==> src/rtl/cpu_io_responder.sv <==
// cpu_io_responder: memory-mapped I/O responder on the CPU's external req/ack bus.
// Handles one read or write per four-phase handshake, with a fixed number of wait
// cycles. It also holds two output registers, a synchronised input port and an edge
// counter on bit 0 of that port.
`timescale 1ns/1ps
module cpu_io_responder #(
   parameter int DW          = 8,
   parameter int WAIT_STATES = 1
) (
   input  logic          clk,
   input  logic          reset,
   input  logic          io_req,
   input  logic          io_we,
   input  logic [1:0]    io_addr,
   input  logic [DW-1:0] io_wdata,
   output logic [DW-1:0] io_rdata,
   output logic          io_ack,
   input  logic [DW-1:0] in_port,
   output logic [DW-1:0] out0,
   output logic [DW-1:0] out1
);

   typedef enum logic [1:0] {
      S_IDLE,
      S_WAIT,
      S_ACK,
      S_RELEASE
   } state_t;

   localparam logic [3:0] LP_WAIT = 4'(WAIT_STATES);

   state_t        r_state;
   state_t        w_next;
   logic [3:0]    r_cnt;
   logic          r_we;
   logic [1:0]    r_addr;
   logic [DW-1:0] r_wdata;
   logic [DW-1:0] r_s1;
   logic [DW-1:0] r_s2;
   logic          r_prev;
   logic [DW-1:0] r_evcnt;
   logic [DW-1:0] r_out0;
   logic [DW-1:0] r_out1;
   logic [DW-1:0] r_rdata;
   logic          r_ack;
   logic [DW-1:0] w_readData;
   logic          w_enterAck;
   logic          w_rise;
   logic          w_clear;

   // The edge that moves WAIT into ACK is where writes commit and read data is captured.
   assign w_enterAck = (r_state == S_WAIT) && (r_cnt == 4'd0);
   assign w_rise     = r_s2[0] & ~r_prev;
   assign w_clear    = w_enterAck & r_we & (r_addr == 2'd3);

   assign io_ack   = r_ack;
   assign io_rdata = r_rdata;
   assign out0     = r_out0;
   assign out1     = r_out1;

   // State register for the handshake sequencer.
   always_ff @(posedge clk or negedge reset) begin
      if (!reset) r_state <= S_IDLE;
      else        r_state <= w_next;
   end

   // Next state: RELEASE waits for io_req to drop so a held request is not served twice.
   always_comb begin
      w_next = r_state;
      case (r_state)
         S_IDLE:    if (io_req) w_next = S_WAIT;
         S_WAIT:    if (r_cnt == 4'd0) w_next = S_ACK;
         S_ACK:     w_next = S_RELEASE;
         S_RELEASE: if (!io_req) w_next = S_IDLE;
         default:   w_next = S_IDLE;
      endcase
   end

   // Latch the request fields once at acceptance and count down the wait cycles.
   always_ff @(posedge clk or negedge reset) begin
      if (!reset) begin
         r_cnt   <= 4'd0;
         r_we    <= 1'b0;
         r_addr  <= 2'd0;
         r_wdata <= '0;
      end else if (r_state == S_IDLE && io_req) begin
         r_cnt   <= LP_WAIT;
         r_we    <= io_we;
         r_addr  <= io_addr;
         r_wdata <= io_wdata;
      end else if (r_state == S_WAIT && r_cnt != 4'd0) begin
         r_cnt <= r_cnt - 4'd1;
      end
   end

   // Register read mux over the latched address.
   always_comb begin
      w_readData = '0;
      case (r_addr)
         2'd0:    w_readData = r_out0;
         2'd1:    w_readData = r_out1;
         2'd2:    w_readData = r_s2;
         default: w_readData = r_evcnt;
      endcase
   end

   // Ack and read data are registered together and live only for the single ACK cycle.
   always_ff @(posedge clk or negedge reset) begin
      if (!reset) begin
         r_ack   <= 1'b0;
         r_rdata <= '0;
      end else begin
         r_ack   <= w_enterAck;
         r_rdata <= (w_enterAck && !r_we) ? w_readData : '0;
      end
   end

   // Output registers commit on the ACK-entry edge; writes to IN are silently dropped.
   always_ff @(posedge clk or negedge reset) begin
      if (!reset) begin
         r_out0 <= '0;
         r_out1 <= '0;
      end else if (w_enterAck && r_we) begin
         if (r_addr == 2'd0) r_out0 <= r_wdata;
         if (r_addr == 2'd1) r_out1 <= r_wdata;
      end
   end

   // Two-flop synchroniser for the asynchronous pins, plus a delayed bit 0 for edge detection.
   always_ff @(posedge clk or negedge reset) begin
      if (!reset) begin
         r_s1   <= '0;
         r_s2   <= '0;
         r_prev <= 1'b0;
      end else begin
         r_s1   <= in_port;
         r_s2   <= r_s1;
         r_prev <= r_s2[0];
      end
   end

   // Edge counter: a clear that coincides with a rising edge still counts that edge.
   always_ff @(posedge clk or negedge reset) begin
      if (!reset)       r_evcnt <= '0;
      else if (w_clear) r_evcnt <= {{(DW-1){1'b0}}, w_rise};
      else              r_evcnt <= r_evcnt + {{(DW-1){1'b0}}, w_rise};
   end

endmodule

==> config.mk <==
export PLATFORM = sky130hd
export DESIGN_NAME = cpu_io_responder
export DESIGN_NICKNAME = d
export VERILOG_FILES = /design/src/rtl/cpu_io_responder.sv
export SDC_FILE = /design/constraint.sdc
export NUM_CORES = 1
export LEC_CHECK = 0
export CAP_MARGIN = 20
export CORE_ASPECT_RATIO = 0.9
export CORE_MARGIN = 5
export CORE_UTILIZATION = 30
export DETAILED_ROUTE_END_ITERATION = 7
export PLACE_DENSITY = 0.56
export SYNTH_ARGS = -nofsm -noshare
export SYNTH_HDL_FRONTEND = slang
export SYNTH_SLANG_ARGS = --single-unit
export TNS_END_PERCENT = 1
==> constraint.sdc <==
create_clock -name clk -period 1.9 [get_ports clk]
set_clock_uncertainty 0.2 [all_clocks]
set_input_delay 0.38 -clock clk [delete_from_list [all_inputs] [get_ports clk]]
set_output_delay 0.38 -clock clk [all_outputs]
set_load 0.1 [all_outputs]
### Word level (Yosys, flattened, before mapping)

Index checks and enable logic that the tools add are counted.

| operators by class | value |
|---|---|
| add/subtract/negate cells | 2 |
| eq/ne operators | 9 |
| muxes and demuxes | 9 |
| bitwise logic cells | 4 |
| reductions and logical operators | 14 |

Operators with widths:

| operator | count |
|---|---|
| $pmux 8 s3 | 1 |
| $mux 8 | 2 |
| $add 8x1->8 | 1 |
| $eq 2x2->1 const B | 4 |
| $mux 4 | 2 |
| $pmux 2 s4 | 1 |
| $mux 2 | 3 |
| $logic_and 1x1->1 | 5 |
| $eq 2x1->1 const B | 2 |
| $logic_not 2->1 | 2 |
| $logic_not 4->1 | 1 |
| $ne 2x2->1 const B | 2 |
| $reduce_and 2->1 | 2 |
| $reduce_bool 4->1 | 1 |
| $sub 4x1->4 const B | 1 |
| $and 1x1->1 | 3 |
| $reduce_and 3->1 | 1 |
| $ne 2x1->1 const B | 1 |
| $reduce_bool 2->1 | 1 |
| $logic_not 1->1 | 1 |
| $not 1->1 | 1 |

| word-level totals | value |
|---|---|
| bits in registers | 67 |
| input bits | 22 |
| output and inout bits | 25 |
| word-level logic and storage cells | 51 |

### Longest topological paths before layout

| logic depth | value |
|---|---|
| depth after elaboration | 5 |
| depth in mapped cells | 6 |

### Worst setup path after synthesis

Ideal clock, no wire load.

| path | value |
|---|---|
| kind | register to register |
| from | register r_state[1] |
| to | register r_evcnt[0] |
| data arrival time | 1.680 ns |
| slack | -0.104 ns |
| stages on the path, launching flop included | 7 |
| path buffers | 1 |
| path through | dfrtp_1 inv_1 ha_1 and4bb_4 and4_2 buf_6 mux2_2 |

| on the way | value |
|---|---|
| longest elaborated chain between the ends | 5 |

Ends and longest elaborated chain:

| item | RTL line | source |
|---|---|---|
| start: declaration | 32 | `state_t r_state;` |
| start signal: assignment | 64 | `else r_state <= w_next;` |
| $eq 2x1->1 | 52 | `assign w_enterAck = (r_state == S_WAIT) && (r_cnt == 4'd0);` |
| $logic_and 1x1->1 | 52 |  |
| via w_enterAck | 47 | `logic w_enterAck;` |
| $and 1x1->1 (2 in series) | 54 | `assign w_clear = w_enterAck & r_we & (r_addr == 2'd3);` |
| $mux 8 | 145 | `else if (w_clear) r_evcnt <= {{(DW-1){1'b0}}, w_rise};` |
| end signal: assignment | 145 |  |
| end signal: assignment | 146 | `else r_evcnt <= r_evcnt + {{(DW-1){1'b0}}, w_rise};` |
| end: declaration | 41 | `logic [DW-1:0] r_evcnt;` |

The timed path passes the listed nets, and every way through them passes these cells.
A chain may end at the register's enable or synchronous reset.

### Worst setup path after layout

| path | value |
|---|---|
| from | register r_state[1] |
| to | register r_out1[7], in the netlist out1[7] |

| on the way | value |
|---|---|
| longest elaborated chain between the ends | 4 |

Ends and longest elaborated chain:

| item | RTL line | source |
|---|---|---|
| $eq 2x1->1 | 52 |  |
| $logic_and 1x1->1 | 52 |  |
| via w_enterAck | 47 |  |
| $logic_and 1x1->1 | 123 | `end else if (w_enterAck && r_we) begin` |
| $reduce_and 2->1 (no line) | -- |  |
| end signal: assignment | 125 | `if (r_addr == 2'd1) r_out1 <= r_wdata;` |
| end: declaration | 43 | `logic [DW-1:0] r_out1;` |

The timed path passes the listed nets, and every way through them passes these cells.

==> run_summary.xml <==
<?xml version="1.0" encoding="UTF-8"?>
<metrics>
  <group name="status">
    <metric name="status" unit="">finished, final reports clean</metric>
  </group>
  <group name="synth">
    <metric name="ys.flop_type" unit="">dfrtp_1</metric>
    <metric name="post_synth_num_cell_types" unit="">33</metric>
    <metric name="synth_sequential_area_ratio" unit="">0.611</metric>
    <metric name="synth_async_sr_flop_share" unit="">1.00</metric>
    <metric name="synth_enable_flop_cells" unit="">0</metric>
    <metric name="synth_area" unit="um^2">2750</metric>
    <metric name="post_synth.cell_area_avg" unit="um^2">15.1</metric>
    <metric name="netlist_instances" unit="">182</metric>
    <metric name="syn_nets" unit="">213</metric>
    <metric name="yosysWarningCount" unit="">0</metric>
    <metric name="yosys_register_bits" unit="">67</metric>
  </group>
  <group name="detailed_routing">
    <metric name="avgViaCountPerCell" unit="">4.44</metric>
    <metric name="detailroute.via_count" unit="">1696</metric>
    <metric name="drt_iter0_drc" unit="">47</metric>
    <metric name="drt_drc_violations_left" unit="">0</metric>
    <metric name="wire_per_inst" unit="um">15.0</metric>
    <metric name="drt-pass1-iter-count" unit="">4</metric>
    <metric name="drtAntennaViolNets" unit="">0</metric>
    <metric name="drt-total-wl" unit="um">5720</metric>
  </group>
  <group name="die">
    <metric name="placement_rows" unit="">33</metric>
    <metric name="dieWidth" unit="um">111</metric>
    <metric name="design.core.area" unit="um^2">9040</metric>
    <metric name="die_y" unit="um">101</metric>
    <metric name="fp.dieArea" unit="um^2">11200</metric>
    <metric name="start_util" unit="">0.304</metric>
    <metric name="i_o_pins" unit="">47</metric>
  </group>
  <group name="placed_design">
    <metric name="half_perimeter_wire_length_after_detailed_placement" unit="um">4180</metric>
    <metric name="placed_cell_area" unit="um^2">3790</metric>
    <metric name="placement.io_buffers" unit="">46</metric>
    <metric name="place.gp.congestion" unit="">0.788</metric>
  </group>
  <group name="setup_path">
    <metric name="worst-endpoint-arrival" unit="ns">1.91</metric>
    <metric name="cp_top_family" unit="">simple AND/OR/NAND/NOR gates</metric>
    <metric name="end_kind" unit="">flip-flop</metric>
    <metric name="cp_cell_sequence" unit="">inv_2 -&gt; ha_4 -&gt; and4bb_4 -&gt; and4b_1 -&gt; buf_4 -&gt; mux2_2</metric>
    <metric name="crit_path_start_kind" unit="">flip-flop</metric>
    <metric name="cp_num_buf_inv" unit="">2</metric>
    <metric name="worst-endpoint-required" unit="ns">1.92</metric>
    <metric name="critical_path_class" unit="">flip-flop to flip-flop</metric>
    <metric name="max_stage_delay" unit="ns">0.38</metric>
    <metric name="crit_path_max_fanout" unit="">4</metric>
    <metric name="slowest_stage" unit="">dfrtp_1</metric>
  </group>
  <group name="cts">
    <metric name="cts_tree" unit="">done</metric>
    <metric name="clk-insertion-delay-late" unit="ns">0.34</metric>
    <metric name="htree_num_levels" unit="">3</metric>
    <metric name="tritoncts_num_sinks" unit="">67</metric>
    <metric name="cts.reportedPaths.clkPinSlew" unit="ns">0.06</metric>
    <metric name="cts_made_buffers" unit="">9</metric>
    <metric name="cts_root_buf" unit="">clkbuf_8</metric>
    <metric name="clk_path_buf_depth" unit="">2</metric>
  </group>
  <group name="timing">
    <metric name="setup_viol" unit="">0</metric>
    <metric name="timing.final.max_slew_violations" unit="">0</metric>
    <metric name="whs" unit="ns">0.147</metric>
    <metric name="finalHoldViolCount" unit="">0</metric>
    <metric name="finalCriticalPeriod" unit="ns">1.89</metric>
    <metric name="worstMarginPinSlew" unit="ns">0.513</metric>
    <metric name="grt_setup_unrepaired" unit="">true</metric>
    <metric name="period_share" unit="">0.995</metric>
    <metric name="worst_slew_margin_rel" unit="">0.658</metric>
    <metric name="clock.fmax" unit="GHz">0.529</metric>
    <metric name="setup_total_negative_slack" unit="ns">0</metric>
  </group>
  <group name="pwr">
    <metric name="totalPowerFinal" unit="uW">6610</metric>
    <metric name="peakVddDrop" unit="mV">0.910</metric>
    <metric name="power.density_cell_area" unit="nW/um^2">1660</metric>
    <metric name="power.leakage" unit="uW">0.00175</metric>
  </group>
  <group name="global_route">
    <metric name="grt_max_degree" unit="">20</metric>
    <metric name="number_of_antenna_violations_at_the_first_check_in_global_routing" unit="">0</metric>
    <metric name="global_route_wire_length_before_repair" unit="um">9660</metric>
    <metric name="global_route.overflow_total" unit="">0</metric>
    <metric name="globalRouteTotalUtil" unit="">0.113</metric>
    <metric name="number_of_global_route_vias_before_repair" unit="">1855</metric>
  </group>
  <group name="final_layout">
    <metric name="post_route_cell_area" unit="um^2">3980</metric>
    <metric name="syn2layout_area_growth" unit="%">44.9</metric>
    <metric name="nets" unit="">286</metric>
    <metric name="post_route_cells_drive_above_1_share" unit="">0.423</metric>
    <metric name="n_antenna_cell" unit="">0</metric>
    <metric name="fillers" unit="">815</metric>
    <metric name="final_core_utilization" unit="">0.440</metric>
  </group>
  <group name="min_path">
    <metric name="min-delay-path-class" unit="">flip-flop to flip-flop</metric>
  </group>
  <group name="job">
    <metric name="timing.max_cap.violations" unit="">0</metric>
  </group>
</metrics>
==> timing repair <==
item,in CTS,in global routing
gates cloned,0,0
hold endpoints to repair,15,0
setup endpoints to repair,3,12
pin swaps,1,0
buffers inserted,1,0
resized for setup,0,6
hold buffers,1,0
==> final cells by class <==
class                           count  area [um^2]  share of cell area
Sequential cell                    67         1680               0.421
Clock inverter                      3         15.0             0.00377
Tap cell                          122          153              0.0384
Timing Repair Buffer               67          920               0.231
Multi-Input combinational cell    104         1050               0.265
Inverter                            6         22.5             0.00566
Clock buffer                       13          139              0.0349
==> synth_stat cells (all sizes together), types with 2 or more instances <==
library cell  number  area (um^2)
dfrtp             67         1680
buf                4         32.5
mux2              29          327
or3                4         25.0
mux4               8          180
inv                6         22.5
nor2b             10         62.6
a21oi              5         25.0
nor2               4         15.0
nand2              5         21.3
o211ai             2         15.0
o21ai              4         20.0
xor2               2         17.5
nand3              5         25.0
ha                 9          113
nor3b              2         15.0
nand4              2         12.5
==> per-stage QoR <==
stage	setup WS [ns]	instances
6_report	0.0104	382
2_1_floorplan	-0.0153	182
3_3_place_gp	0.0158	364
3_5_place_dp	-0.0165	364
5_1_grt	-0.0767	382
4_1_cts	0.00725	382
==> placed cells by master, fill, tap and decap left out, drive strengths merged, types with 2 or more instances in the layout <==
cell            n
dfrtp          67
buf            46
mux2           29
clkdlybuf4s50  20
clkbuf         13
nor2b          10
ha              9
mux4            8
inv             6
nand3           5
a21oi           5
nand2           5
o21ai           4
or3             4
nor2            4
clkinv          3
xor2            2
nand4           2
nor3b           2
o211ai          2
==> per-layer routing <==
metal  up-vias  track usage  wire (um)
met2        40        0.178       2680
met5         -            0          0
met1       848        0.140       2660
met4         0       0.0521         70
li1        799            -          -
met3         9       0.0420        307
==> worst register-to-register path, delay by kind of cell, from the launching register on <==
family | cells | cell delay [ns]
buffers and inverters | 2 | 0.23
adder cells (fa/ha/maj) | 1 | 0.13
AND/OR/NAND/NOR | 2 | 0.51
flip-flops | 1 | 0.38
multiplexers | 1 | 0.33
==> path summary, 6_finish.rpt <==
path | endpoint | cells past startpoint | slack [ns] | from
worst max-delay path | out1[7]$_DFFE_PN0P_ | 6 | 0.01 | r_state[1]$_DFFE_PN0P_
worst min-delay path | r_s2[5]$_DFF_PN0_ | 0 | 0.15 | r_s1[5]$_DFF_PN0_
worst max register to register | out1[7]$_DFFE_PN0P_ | 6 | 0.01 | r_state[1]$_DFFE_PN0P_
worst min register to register | r_s2[5]$_DFF_PN0_ | 0 | 0.15 | r_s1[5]$_DFF_PN0_
max in group asynchronous | r_wdata[7]$_DFFE_PN0P_ | 3 | 0.68 | reset
min in group asynchronous | r_s1[3]$_DFF_PN0_ | 2 | 0.33 | reset
==> cell families after synthesis <==
logic type | after synthesis | share of synthesized area
AO/OA/AOI/OAI | 14 | 0.0374
adder cells (fa/ha/maj) | 9 | 0.0410
multiplexers | 38 | 0.188
XOR/XNOR | 3 | 0.00957
AND/OR/NAND/NOR | 40 | 0.0916
buffers and inverters | 11 | 0.0214
flip-flops | 67 | 0.611
==> registers in the layout, summed over array words and instances (netlist names), 2 cells and up <==
| register | cells |
|---|---|
| r_wdata | 8 |
| out1 | 8 |
| r_addr | 2 |
| out0 | 8 |
| r_cnt | 4 |
| r_s1 | 8 |
| r_evcnt | 8 |
| r_state | 2 |
| r_s2 | 8 |
| io_rdata | 8 |
==> where the power goes <==
group | switching (uW) | leakage [uW] | total [uW] | internal [uW]
clock | 490 | 0.0000812 | 958 | 468
combinational | 1810 | 0.000818 | 3370 | 1560
sequential | 439 | 0.000848 | 2270 | 1830
No activity file was read; power rests on OpenSTA's default activity.
